[src/rtl/ser_key_arbiter.sv]
// ser_key_arbiter: shares the serial-key device between two requesters, with a sequence lock.
// Ports:
//   clk, rst           system clock, async active-high reset
//   reqN_*             requester N: valid/rd/nib/lock in, ready out
//   rspN_valid/data    completion pulse and sampled SDRD (0 for steps)
//   lock_drop          pulse when an idle lock is force-released
//   key_*              device pins: select (low), address, R/W, clock, read data
module ser_key_arbiter #(
  parameter int SETUP_CYC = 2,
  parameter int LOCK_TMO  = 255
) (
  input  logic       clk,
  input  logic       rst,
  input  logic       req0_valid,
  input  logic       req0_rd,
  input  logic [3:0] req0_nib,
  input  logic       req0_lock,
  output logic       req0_ready,
  output logic       rsp0_valid,
  output logic       rsp0_data,
  input  logic       req1_valid,
  input  logic       req1_rd,
  input  logic [3:0] req1_nib,
  input  logic       req1_lock,
  output logic       req1_ready,
  output logic       rsp1_valid,
  output logic       rsp1_data,
  output logic       lock_drop,
  output logic       key_sser,
  output logic [5:0] key_ba,
  output logic       key_br_w,
  output logic       key_clk,
  input  logic       key_sdrd
);
  typedef enum logic [1:0] {IDLE, SETUP, CLK, HOLD} state_t;
  state_t      state_q;
  logic        owner_q, ptr_q, lock_q, rd_q, data_q;
  logic [3:0]  sc_q;
  logic [7:0]  cnt_q;
  logic        idle, own_valid, elig0, elig1, gnt_any, gnt;
  assign key_br_w = 1'b1;
  always_comb begin
    idle      = state_q == IDLE;
    own_valid = owner_q ? req1_valid : req0_valid;
    // while locked, only the owner may be granted
    elig0     = req0_valid & ~(lock_q & owner_q);
    elig1     = req1_valid & ~(lock_q & ~owner_q);
    gnt_any   = idle & (elig0 | elig1);
    gnt       = (elig0 & elig1) ? ptr_q : elig1;
    // lock is still held this cycle, so a waiting requester wins only next cycle
    lock_drop = idle & lock_q & ~own_valid & (cnt_q == 8'(LOCK_TMO));
    req0_ready = gnt_any & ~gnt;
    req1_ready = gnt_any & gnt;
  end
  always_ff @(posedge clk or posedge rst) begin
    if (rst) begin
      state_q    <= IDLE;
      owner_q    <= 1'b0;
      ptr_q      <= 1'b0;
      lock_q     <= 1'b0;
      rd_q       <= 1'b0;
      data_q     <= 1'b0;
      sc_q       <= '0;
      cnt_q      <= '0;
      key_sser   <= 1'b1;
      key_ba     <= 6'b010000;
      key_clk    <= 1'b0;
      rsp0_valid <= 1'b0;
      rsp1_valid <= 1'b0;
      rsp0_data  <= 1'b0;
      rsp1_data  <= 1'b0;
    end else begin
      case (state_q)
        IDLE: begin
          if (gnt_any) begin
            owner_q  <= gnt;
            ptr_q    <= ~gnt;
            rd_q     <= gnt ? req1_rd : req0_rd;
            lock_q   <= gnt ? req1_lock : req0_lock;
            key_ba   <= {2'b01, gnt ? req1_nib : req0_nib};
            key_sser <= 1'b0;
            cnt_q    <= '0;
            sc_q     <= '0;
            state_q  <= SETUP;
          end else if (lock_drop) begin
            lock_q <= 1'b0;
            cnt_q  <= '0;
          end else if (lock_q && !own_valid) begin
            cnt_q <= cnt_q + 8'd1;
          end
        end
        SETUP: begin
          if (sc_q == 4'(SETUP_CYC - 1)) begin
            data_q  <= rd_q & key_sdrd;
            key_clk <= 1'b1;
            state_q <= CLK;
          end else begin
            sc_q <= sc_q + 4'd1;
          end
        end
        CLK: begin
          key_clk    <= 1'b0;
          rsp0_valid <= ~owner_q;
          rsp1_valid <= owner_q;
          rsp0_data  <= ~owner_q & data_q;
          rsp1_data  <= owner_q & data_q;
          state_q    <= HOLD;
        end
        default: begin
          rsp0_valid <= 1'b0;
          rsp1_valid <= 1'b0;
          rsp0_data  <= 1'b0;
          rsp1_data  <= 1'b0;
          key_sser   <= 1'b1;
          key_ba     <= 6'b010000;
          state_q    <= IDLE;
        end
      endcase
    end
  end
endmodule
[config.mk]
export PLATFORM = sky130hd
export DESIGN_NAME = ser_key_arbiter
export DESIGN_NICKNAME = d
export VERILOG_FILES = /design/src/rtl/ser_key_arbiter.sv
export SDC_FILE = /design/constraint.sdc
export NUM_CORES = 1
export LEC_CHECK = 0
export CAP_MARGIN = 20
export CORE_MARGIN = 4
export CORE_UTILIZATION = 40
export DETAILED_ROUTE_END_ITERATION = 10
export PLACE_DENSITY = 0.64
export REMOVE_ABC_BUFFERS = 1
export SKIP_LAST_GASP = 1
export SLEW_MARGIN = 25
export SYNTH_ARGS = -nofsm -noshare
export SYNTH_HDL_FRONTEND = slang
export SYNTH_SLANG_ARGS = --single-unit
[constraint.sdc]
create_clock -name clk -period 3.3 [get_ports clk]
set_input_delay 0.66 -clock clk [delete_from_list [all_inputs] [get_ports clk]]
set_output_delay 0.66 -clock clk [all_outputs]
set_load 0.1 [all_outputs]
# Word level (Yosys, flattened, before mapping)
# Index checks and enable logic that the tools add are counted.
# op_classes
addsub	2
n_mul	0
n_div	0
n_lt_le_gt_ge	0
n_eq_ne	7
shifts	0
n_mux	26
n_bitwise	21
reduce_logical	17
# op_table
cell	count
two-way mux 8 bit	3
AND 1 bit	14
AND reduction 2 bit	7
two-way mux 4 bit	3
case mux 1 bit (2 select lines)	6
case mux 6 bit (2 select lines)	1
adder 8 x 1 -> 8 bit (second input constant)	1
== test 8 bit (second input constant)	1
two-way mux 1 bit	8
case mux 4 bit (2 select lines)	1
two-way mux 6 bit	1
NOT 1 bit	6
case mux 2 bit (3 select lines)	1
nonzero test 2 bit	3
adder 4 x 1 -> 4 bit (second input constant)	1
== test 4 x 1 -> 1 bit (second input constant)	1
two-way mux 2 bit	2
!= test 2 bit (second input constant)	2
OR reduction 2 bit	2
AND reduction 3 bit	1
nonzero test 3 bit	1
== test 2 x 1 -> 1 bit (second input constant)	1
== test 2 bit (second input constant)	1
zero test 2 bit	1
4 further kinds	4
# totals
regBits	31
latch_bits	0
mem_bits_rw	0
rom_bits	0
input_bits	17
out_inout_bits	16
word_cells	88
memories	0

# Logic depth before layout (Yosys ltp)
# Gate-level depths: netlist of the first run.
# logic_depth
ltp_word	9
ltp_mapped	8
mapped_depth_nobuf	6

# Worst setup path before layout of the first run
# No wires, ideal clock.
# synth_path
path_kind	input to output
from	input req0_valid
to	output req0_ready
arrival_time_ns	2.477
required_time_ns	2.640
slack_ns	0.163
cell_stages	3
path_buffers	0
cell_sequence	or3b_4 and3_4 nor2_1
# synth_via
elab_chain_len	5
word_cells_on_any_way	7
classes_between	mux: 1; bitwise: 6
# synth_rtl
item	line_no	rtl
start: declaration	14	input logic req0_valid,
AND 1 bit (*)	46	elig0 = req0_valid & ~(lock_q & owner_q);
AND 1 bit	49	gnt = (elig0 & elig1) ? ptr_q : elig1;
two-way mux 1 bit	49	
NOT 1 bit	52	req0_ready = gnt_any & ~gnt;
AND 1 bit (*)	52	
end: declaration	18	output logic req0_ready,
# Mark *: on every way between the ends. The rest lies on a longest branch, timed or not.

# Worst setup path after layout of the first run
# Ends and elaborated chain as after synthesis.

==> flow_summary.toml, run 1 <==
[run_status]
outcome = "completed"

[clocking]
postCtsResizedCells = 0
clk_root_buffer_cell = "clkbuf_8"
postCtsSetupBuffers = 0
clk_latency_ns = 0.28
clock-sinks = 29
clk_pin_slew_ns = 0.06
clk_path_buf_depth = 2
cts_buffers = 5
cts_max_level = 2
hold_buffers = 0
cts_tree = "built"

[timing]
setup_viol = 0
fin_crit_ns = 2.94
relSlewSlack_pct = 54.2
tns_ns = 0
holdWs_ns = 0.481
tightest_slew_ns = 0.682
post-route-period-util_pct = 89.1
hold_viol = 0
slew_violations = 0
fmax_ghz = 0.340
skew_ns = 0.0114
rsz0062_at_grt = "no"

[worst_setup_path]
worstPathArrival_ns = 2.28
crit_required_ns = 2.64
cp-end-kind = "output pin"
worstSetupPathType = "in -> out"
cp-start-kind = "input port"
path_max_fanout = 6

[synth]
synthXorXnorAreaFrac_pct = 2.11
synth_top_family_by_area = "simple AND/OR/NAND/NOR gates"
synth_mux_area_share_pct = 4.98
yosysUniqueCellTypes = 43
synthesis.area_um2 = 1660
yosysTopAreaCellShare_pct = 42.2
ys_warn_count = 0
ys_seq_area_share_pct = 43.8
synth_top_flop_cell = "dfrtp_1"
synth.avg_cell_area_um2 = 9.76
synth_compound_area_share_pct = 17.7
synth_fa_ha_area_share_pct = 5.28
yosys.area_share.simple_pct = 18.0
synth_edf_count = 0
yosys_register_bits = 29
yosys.area.top_type = "dfrtp_1"
postSynth.asyncResetShare_pct = 100
yosys-top-cells-area = "dfrtp_1 42%, ha_1 5.3%, nand2_1 4.1%"
synthCells = 170

[placed_design]
io_buffers = 29
place_hpwl_um = 2750
place_congestion = 0.787

[layout]
final_nets = 226
fillCellCount = 392
syn2layout_area_growth_pct = 24.1
n_antenna_cell = 0
seq_area_um2 = 727
layout-drive-gt1-share_pct = 17.7
multi_input_comb_area_um2 = 810

[flow_run]
drv_cap = 0

[power_and_ir_drop]
power_density_nw_per_um2 = 942
p_total_mw = 1.94
peakVddDrop_mv = 0.501
power_leakage_nw = 0.929

[floorplan]
initial_core_util_pct = 41.5
dieArea_um2 = 5240
dieHeight_um = 72.4
coreArea_um2 = 4000
die_width_um = 72.4
rows = 23
pin_count = 33

[drt]
drt-total-wl_um = 3450
routed_via_density = 5.17
drtIter0Drc = 39
drtAntennaViolNets = 0
vias = 1308
drc_errors = 0
drt-pass1-iter-count = 4
wire_per_inst_um = 13.6

[grt]
grt_use_total_pct = 14.5
grt_pass1_vias = 1346
grt-ovfl-total = 0
grt_antenna_before_repair = 0
grt_max_degree = 30
grt_pass1_wl_um = 5990

[worst_hold_path]
worst_hold_path_type = "reg -> reg"
==> power by group <==
group          internal [mW]  switching (mW)
clock network          0.147           0.123
logic                  0.351           0.734
registers              0.474           0.109
==> registers in the layout, summed over array words and instances (netlist names) <==
| register | flops |
|---|---|
| cnt_q | 8 |
| key_ba | 4 |
| sc_q | 4 |
| state_q | 2 |
| data_q | 1 |
| key_clk | 1 |
| key_sser | 1 |
| lock_q | 1 |
| owner_q | 1 |
| ptr_q | 1 |
| rd_q | 1 |
| rsp0_data | 1 |
| rsp0_valid | 1 |
| rsp1_data | 1 |
| rsp1_valid | 1 |
==> cell type report <==
type / count / share of cell area (%)
Multi-Input combinational cell: 118 / 39.3
Sequential cell: 29 / 35.3
Timing Repair Buffer: 32 / 15.4
Clock buffer: 7 / 3.71
Tap cell: 50 / 3.04
Inverter: 16 / 2.92
Clock inverter: 1 / 0.243
==> cell usage after synthesis, drive strengths merged, types with 3 or more instances <==
master  number
o22ai        6
xnor2        3
nand3        8
o31ai        6
ha           7
inv         16
nor3         4
a21oi        8
mux2i        6
buf          8
o21ai        9
nor2        12
dfrtp       28
nand2       18
==> layer usage <==
| layer | GRT usage [%] | up-vias | wire, µm |
|---|---|---|---|
| met5 | 0 | - | 0 |
| met4 | 5.53 | 0 | 43 |
| met3 | 3.46 | 5 | 177 |
| met2 | 25.8 | 28 | 1740 |
| met1 | 16.9 | 620 | 1490 |
| li1 | - | 655 | - |
==> logic make-up (layout without fill, tap and decap cells) <==
| kind of cell | Yosys count | after routing |
|---|---|---|
| AND/OR/NAND/NOR | 56 | 56 |
| buffers and inverters | 24 | 56 |
| other | 2 | 3 |
| adder cells (fa/ha/maj) | 7 | 7 |
| multiplexers | 8 | 8 |
| AO/OA/AOI/OAI | 40 | 40 |
| flip-flops | 29 | 29 |
| XOR/XNOR | 4 | 4 |
==> critical path, stage by stage <==
cell and delay, ns:
clkdlybuf4s50_1 0.59, or3b_4 0.43, and3_4 0.20, nor2_1 0.19, buf_12 0.21
==> final timing paths <==
path / from / cells after the start / slack (ns) / endpoint
setup reg to reg: state_q[0] / 8 / 1.27 / lock_q
setup / recovery: req0_valid / 5 / 0.36 / req0_ready
min in group asynchronous: rst / 3 / 0.76 / cnt_q[1]
hold / removal: rsp0_data / 2 / 0.48 / rsp0_data
max in group asynchronous: rst / 3 / 2.23 / key_sser
hold reg to reg: rsp0_data / 2 / 0.48 / rsp0_data
==> placed cells by master (no fill, tap or decap), types with 2 or more instances in the layout <==
cell type and instances:
dfrtp_1 28, nand2_1 18, inv_1 16, clkdlybuf4s50_1 16, buf_4 13, nor2_1 12
o21ai_0 9, a21oi_1 8, nand3_1 7, ha_1 7, mux2i_1 6, o22ai_1 6
o31ai_1 5, clkbuf_8 5, nor3_1 4, xnor2_1 3, conb_1 3, buf_12 3
a211o_1 2, nand2b_1 2, nand4_1 2, a22o_1 2, mux2_2 2, clkbuf_1 2
==> through the flow <==
step,cell area (µm²),setup slack (ns),util [%],std cells
2_1_floorplan,1600,0.163,-,163
3_3_place_gp,1980,0.374,49.4,245
3_5_place_dp,1980,0.349,49.4,245
4_1_cts,2060,0.346,51.5,253
5_1_grt,2060,0.253,51.5,253
6_report,2060,0.359,51.5,253
No activity file was read; power rests on OpenSTA's default activity.
==> run 2, diff against run 1 <==
Settings changed: CORE_MARGIN 4 to 2.
==> flow_summary.toml, run 2 (synthesized netlist as in run 1, its figures left out) <==
[clocking]
postCtsSetupBuffers = 0
hold_buffers = 0
clock-sinks = 29
cts_buffers = 5
cts_tree = "built"
cts_max_level = 2
clk_latency_ns = 0.27
postCtsResizedCells = 0
clk_pin_slew_ns = 0.06
clk_path_buf_depth = 2
clk_root_buffer_cell = "clkbuf_8"

[floorplan]
rows = 23
die_width_um = 68.4
coreArea_um2 = 4000
dieHeight_um = 68.4
dieArea_um2 = 4680
initial_core_util_pct = 41.5
pin_count = 33

[power_and_ir_drop]
power_leakage_nw = 0.941
p_clk_share_pct = 15.7
switching_power_mw = 0.971
pwr-share-comb_pct = 55.0
peakVddDrop_mv = 0.455
power_density_nw_per_um2 = 953
p_int_mw = 1.01
p_sw_share_pct = 49.0
seqPwrFrac_pct = 29.3
p_total_mw = 1.98

[worst_setup_path]
cp-end-kind = "output pin"
worstReg2RegStart = "state_q[0]"
worstPathArrival_ns = 2.27
path_max_fanout = 6
ff2ff_path_depth = 8
crit_required_ns = 2.64
cp-start-kind = "input port"
worstReg2RegEnd = "lock_q"
worstSetupPathType = "in -> out"
rrSetupSlack_ns = 1.36

[timing]
slew_violations = 0
holdWs_ns = 0.480
fmax_ghz = 0.342
setup_viol = 0
tightest_slew_ns = 0.696
skew_ns = 0.00341
hold_viol = 0
fin_crit_ns = 2.93
rsz0062_at_grt = "no"
post-route-period-util_pct = 88.6
tns_ns = 0
relSlewSlack_pct = 53.3

[worst_hold_path]
hp-start = "rsp1_data"
hold_depth = 2
worst_hold_path_type = "reg -> reg"
holdPathEnd = "rsp1_data"

[layout]
syn2layout_area_growth_pct = 25.3
reg_top3 = "cnt_q: 8 flops, key_ba: 4 flops, sc_q: 4 flops"
final_cell_mix = "28 x dfrtp_1, 18 x nand2_1, 16 x inv_1, 16 x clkdlybuf4s50_1, 13 x buf_4"
regMostFlops = "cnt_q"
stdcell_area_um2 = 2080
largest_reg_flops = 8
layout-drive-gt1-share_pct = 18.7
mostFrequentLayoutCell = "dfrtp_1"
post-route-util_pct = 52.0
final_nets = 226
n_antenna_cell = 0

[drt]
drtAntennaViolNets = 0
drtIter0Drc = 27
vias = 1331
wire_per_inst_um = 13.5
routed_via_density = 5.26
drt-total-wl_um = 3420
drt-pass1-iter-count = 4
drc_errors = 0

[grt]
grtUsageMet1_pct = 21.3
grt_max_degree = 30
grt_use_total_pct = 17.6
busiest_layer = "met2"
grt_antenna_before_repair = 0
grt_pass1_vias = 1359
grt_pass1_wl_um = 6110
grt-ovfl-total = 0
met2_usage_pct = 29.4
use_met3_pct = 5.26

[placed_design]
place_congestion = 0.758
place_hpwl_um = 2690
post_dp_cell_area_um2 = 1980
io_buffers = 29

[run_status]
outcome = "completed"

[flow_run]
drv_cap = 0
run 2: cell counts in the layout (fill, tap and decap cells not counted):
No cell type changed its count.
run 2: power groups by stage:
stage                     sequential, mW  combinational [mW]  clock, mW
after floorplan                    0.808               0.587          0
after global placement             0.580                1.07          0
after detailed placement           0.586                1.09          0
after CTS                          0.581                1.10      0.322
after global routing               0.600                1.20      0.339
final                              0.581                1.09      0.311
run 2: through the flow:
step                cells  setup WS [ns]
finish                253          0.375
global route          253          0.237
CTS                   253          0.355
detailed placement    245          0.357
global placement      245          0.367
floorplan             163          0.163
run 2: worst max path at each step:
stage                  to  slack (ns)  cells after the start        from
5_1_grt        req0_ready        0.24                      6  req1_valid
3_5_place_dp   req0_ready        0.36                      5  req0_valid
4_1_cts        req0_ready        0.36                      5  req0_valid
6_report       req0_ready        0.37                      5  req0_valid
3_3_place_gp   req0_ready        0.37                      5  req0_valid
2_1_floorplan  req0_ready        0.16                      3  req0_valid
run 2: layout make-up:
cell class	count	area (µm²)
sequential	29	727
fill	369	1920
multi-input combinational	118	810
clock inverter	1	5.00
clock buffer	7	96.3
tap	50	62.6
timing repair buffer	32	318
inverter	16	60.1
run 2: per-layer routing:
layer	routed length, µm	vias up
met5	0	-
met4	33	0
met3	177	4
met2	1770	39
met1	1440	633
li1	-	655
run 2: worst max-delay path, cell delays in order:
cell and delay [ns]:
clkdlybuf4s50_1 0.58, or3b_4 0.42, and3_4 0.20, nor2_1 0.20, buf_12 0.21
==> run 3, diff against run 2 <==
Settings changed: PLACE_DENSITY 0.64 to default, REMOVE_ABC_BUFFERS 1 to default.
==> flow_summary.toml, run 3 (synthesized netlist as in run 1, its figures left out) <==
[worst_setup_path]
worstSetupPathType = "in -> out"
path_max_fanout = 8
cp-end-kind = "output pin"
path_buf_inv = 2
crit_required_ns = 2.64
cp_cell_sequence = "clkdlybuf4s50_1 > mux2i_1 > a21oi_1 > nand2_1 > nor2_1 > buf_12"
worstPathArrival_ns = 2.26
critPathSlowestCell = "clkdlybuf4s50_1"
slowest_delay_ns = 0.63
cp-start-kind = "input port"
path_delay_family = "buffers and inverters"

[power_and_ir_drop]
switching_power_mw = 0.962
power_density_nw_per_um2 = 946
p_int_mw = 0.989
peakVddDrop_mv = 0.522
p_clk_share_pct = 14.7
p_sw_share_pct = 49.3
seqPwrFrac_pct = 29.9
power_leakage_nw = 0.931
pwr-share-comb_pct = 55.4

[drt]
vias = 1306
drt-pass1-iter-count = 4
drt-total-wl_um = 3340
drtIter0Drc = 46
drtAntennaViolNets = 0
wire_per_inst_um = 13.2
routed_via_density = 5.18
drc_errors = 0

[layout]
layout-drive-gt1-share_pct = 17.8
mostFrequentLayoutCell = "dfrtp_1"
n_antenna_cell = 0
largest_reg_flops = 8
regMostFlops = "cnt_q"
final_cell_mix = "28 x dfrtp_1, 18 x nand2_1, 16 x inv_1, 16 x clkdlybuf4s50_1, 13 x buf_4"
syn2layout_area_growth_pct = 24.4
post-route-util_pct = 51.6
stdcell_area_um2 = 2060
final_nets = 226
reg_top3 = "cnt_q: 8 flops, key_ba: 4 flops, sc_q: 4 flops"

[timing]
relSlewSlack_pct = 57.4
skew_ns = 0.00296
hold_viol = 0
tns_ns = 0
slew_violations = 0
fmax_ghz = 0.343
tightest_slew_ns = 0.636
setup_viol = 0
fin_crit_ns = 2.92
rsz0062_at_grt = "no"
post-route-period-util_pct = 88.5

[worst_hold_path]
worst_hold_path_type = "reg -> reg"

[floorplan]
die_width_um = 68.4
dieHeight_um = 68.4
rows = 23
dieArea_um2 = 4680
pin_count = 33
initial_core_util_pct = 41.5
coreArea_um2 = 4000

[placed_design]
place_congestion = 0.770
io_buffers = 29
post_dp_cell_area_um2 = 1980
place_hpwl_um = 2650

[clocking]
clock-sinks = 29
cts_tree = "built"
clk_pin_slew_ns = 0.06
clk_path_buf_depth = 2
hold_buffers = 0
postCtsResizedCells = 0
postCtsSetupBuffers = 0
clk_latency_ns = 0.27
cts_buffers = 5
clk_root_buffer_cell = "clkbuf_8"
cts_max_level = 2

[grt]
grt_pass1_wl_um = 5560
grt-ovfl-total = 0
grt_use_total_pct = 16.3
grt_antenna_before_repair = 0
grt_pass1_vias = 1262
grt_max_degree = 30

[flow_run]
drv_cap = 0

[run_status]
outcome = "completed"
[run 3: cell count changes in the layout (fill, tap and decap cells not counted), sizes merged]
cell    previous run  this run
clkinv             1         0
[run 3: metal layers]
metal | track usage [%] | part of all wire [%]
met4 | 6.00 | 1.1
met5 | 0 | 0
met2 | 26.8 | 48
met1 | 19.9 | 45
met3 | 5.10 | 5.2
[run 3: worst min-delay path, cell delays in order, from the launching register on]
cell and delay (ns):
dfrtp_1 0.34, nand2_1 0.05, o31ai_1 0.05
[run 3: path summary, 6_finish.rpt]
path,from,end,slack (ns),depth (start not counted)
worst min register to register,rsp0_data,rsp0_data,0.47,2
max in group asynchronous,rst,key_sser,2.23,3
worst min-delay path,rsp0_data,rsp0_data,0.47,2
worst max register to register,state_q[0],lock_q,1.31,8
min in group asynchronous,rst,cnt_q[2],0.76,3
worst max-delay path,req1_valid,req0_ready,0.38,6
[run 3: layout make-up]
cell class,instances,area [µm²]
fillers,365,1940
flip-flops and latches,29,727
multi-input cells,118,810
repair buffers,32,318
well taps,50,62.6
clock buffers,7,86.3
inverters,16,60.1
[run 3: power groups by stage]
stage,combinational (mW),sequential (mW),clock (mW)
after global placement,1.07,0.582,0
after detailed placement,1.09,0.589,0
after floorplan,0.641,0.798,0
final,1.08,0.583,0.286
after CTS,1.10,0.584,0.300
after global routing,1.18,0.603,0.316
[run 3: through the flow]
stage | total power [mW] | instances | hold WS [ns] | worst slack (ns)
floorplan | 1.44 | 171 | 0.450 | 0.163
global placement | 1.65 | 245 | 0.465 | 0.415
detailed placement | 1.68 | 245 | 0.469 | 0.391
CTS | 1.98 | 252 | 0.482 | 0.384
global route | 2.10 | 252 | 0.510 | 0.306
finish | 1.95 | 252 | 0.474 | 0.381
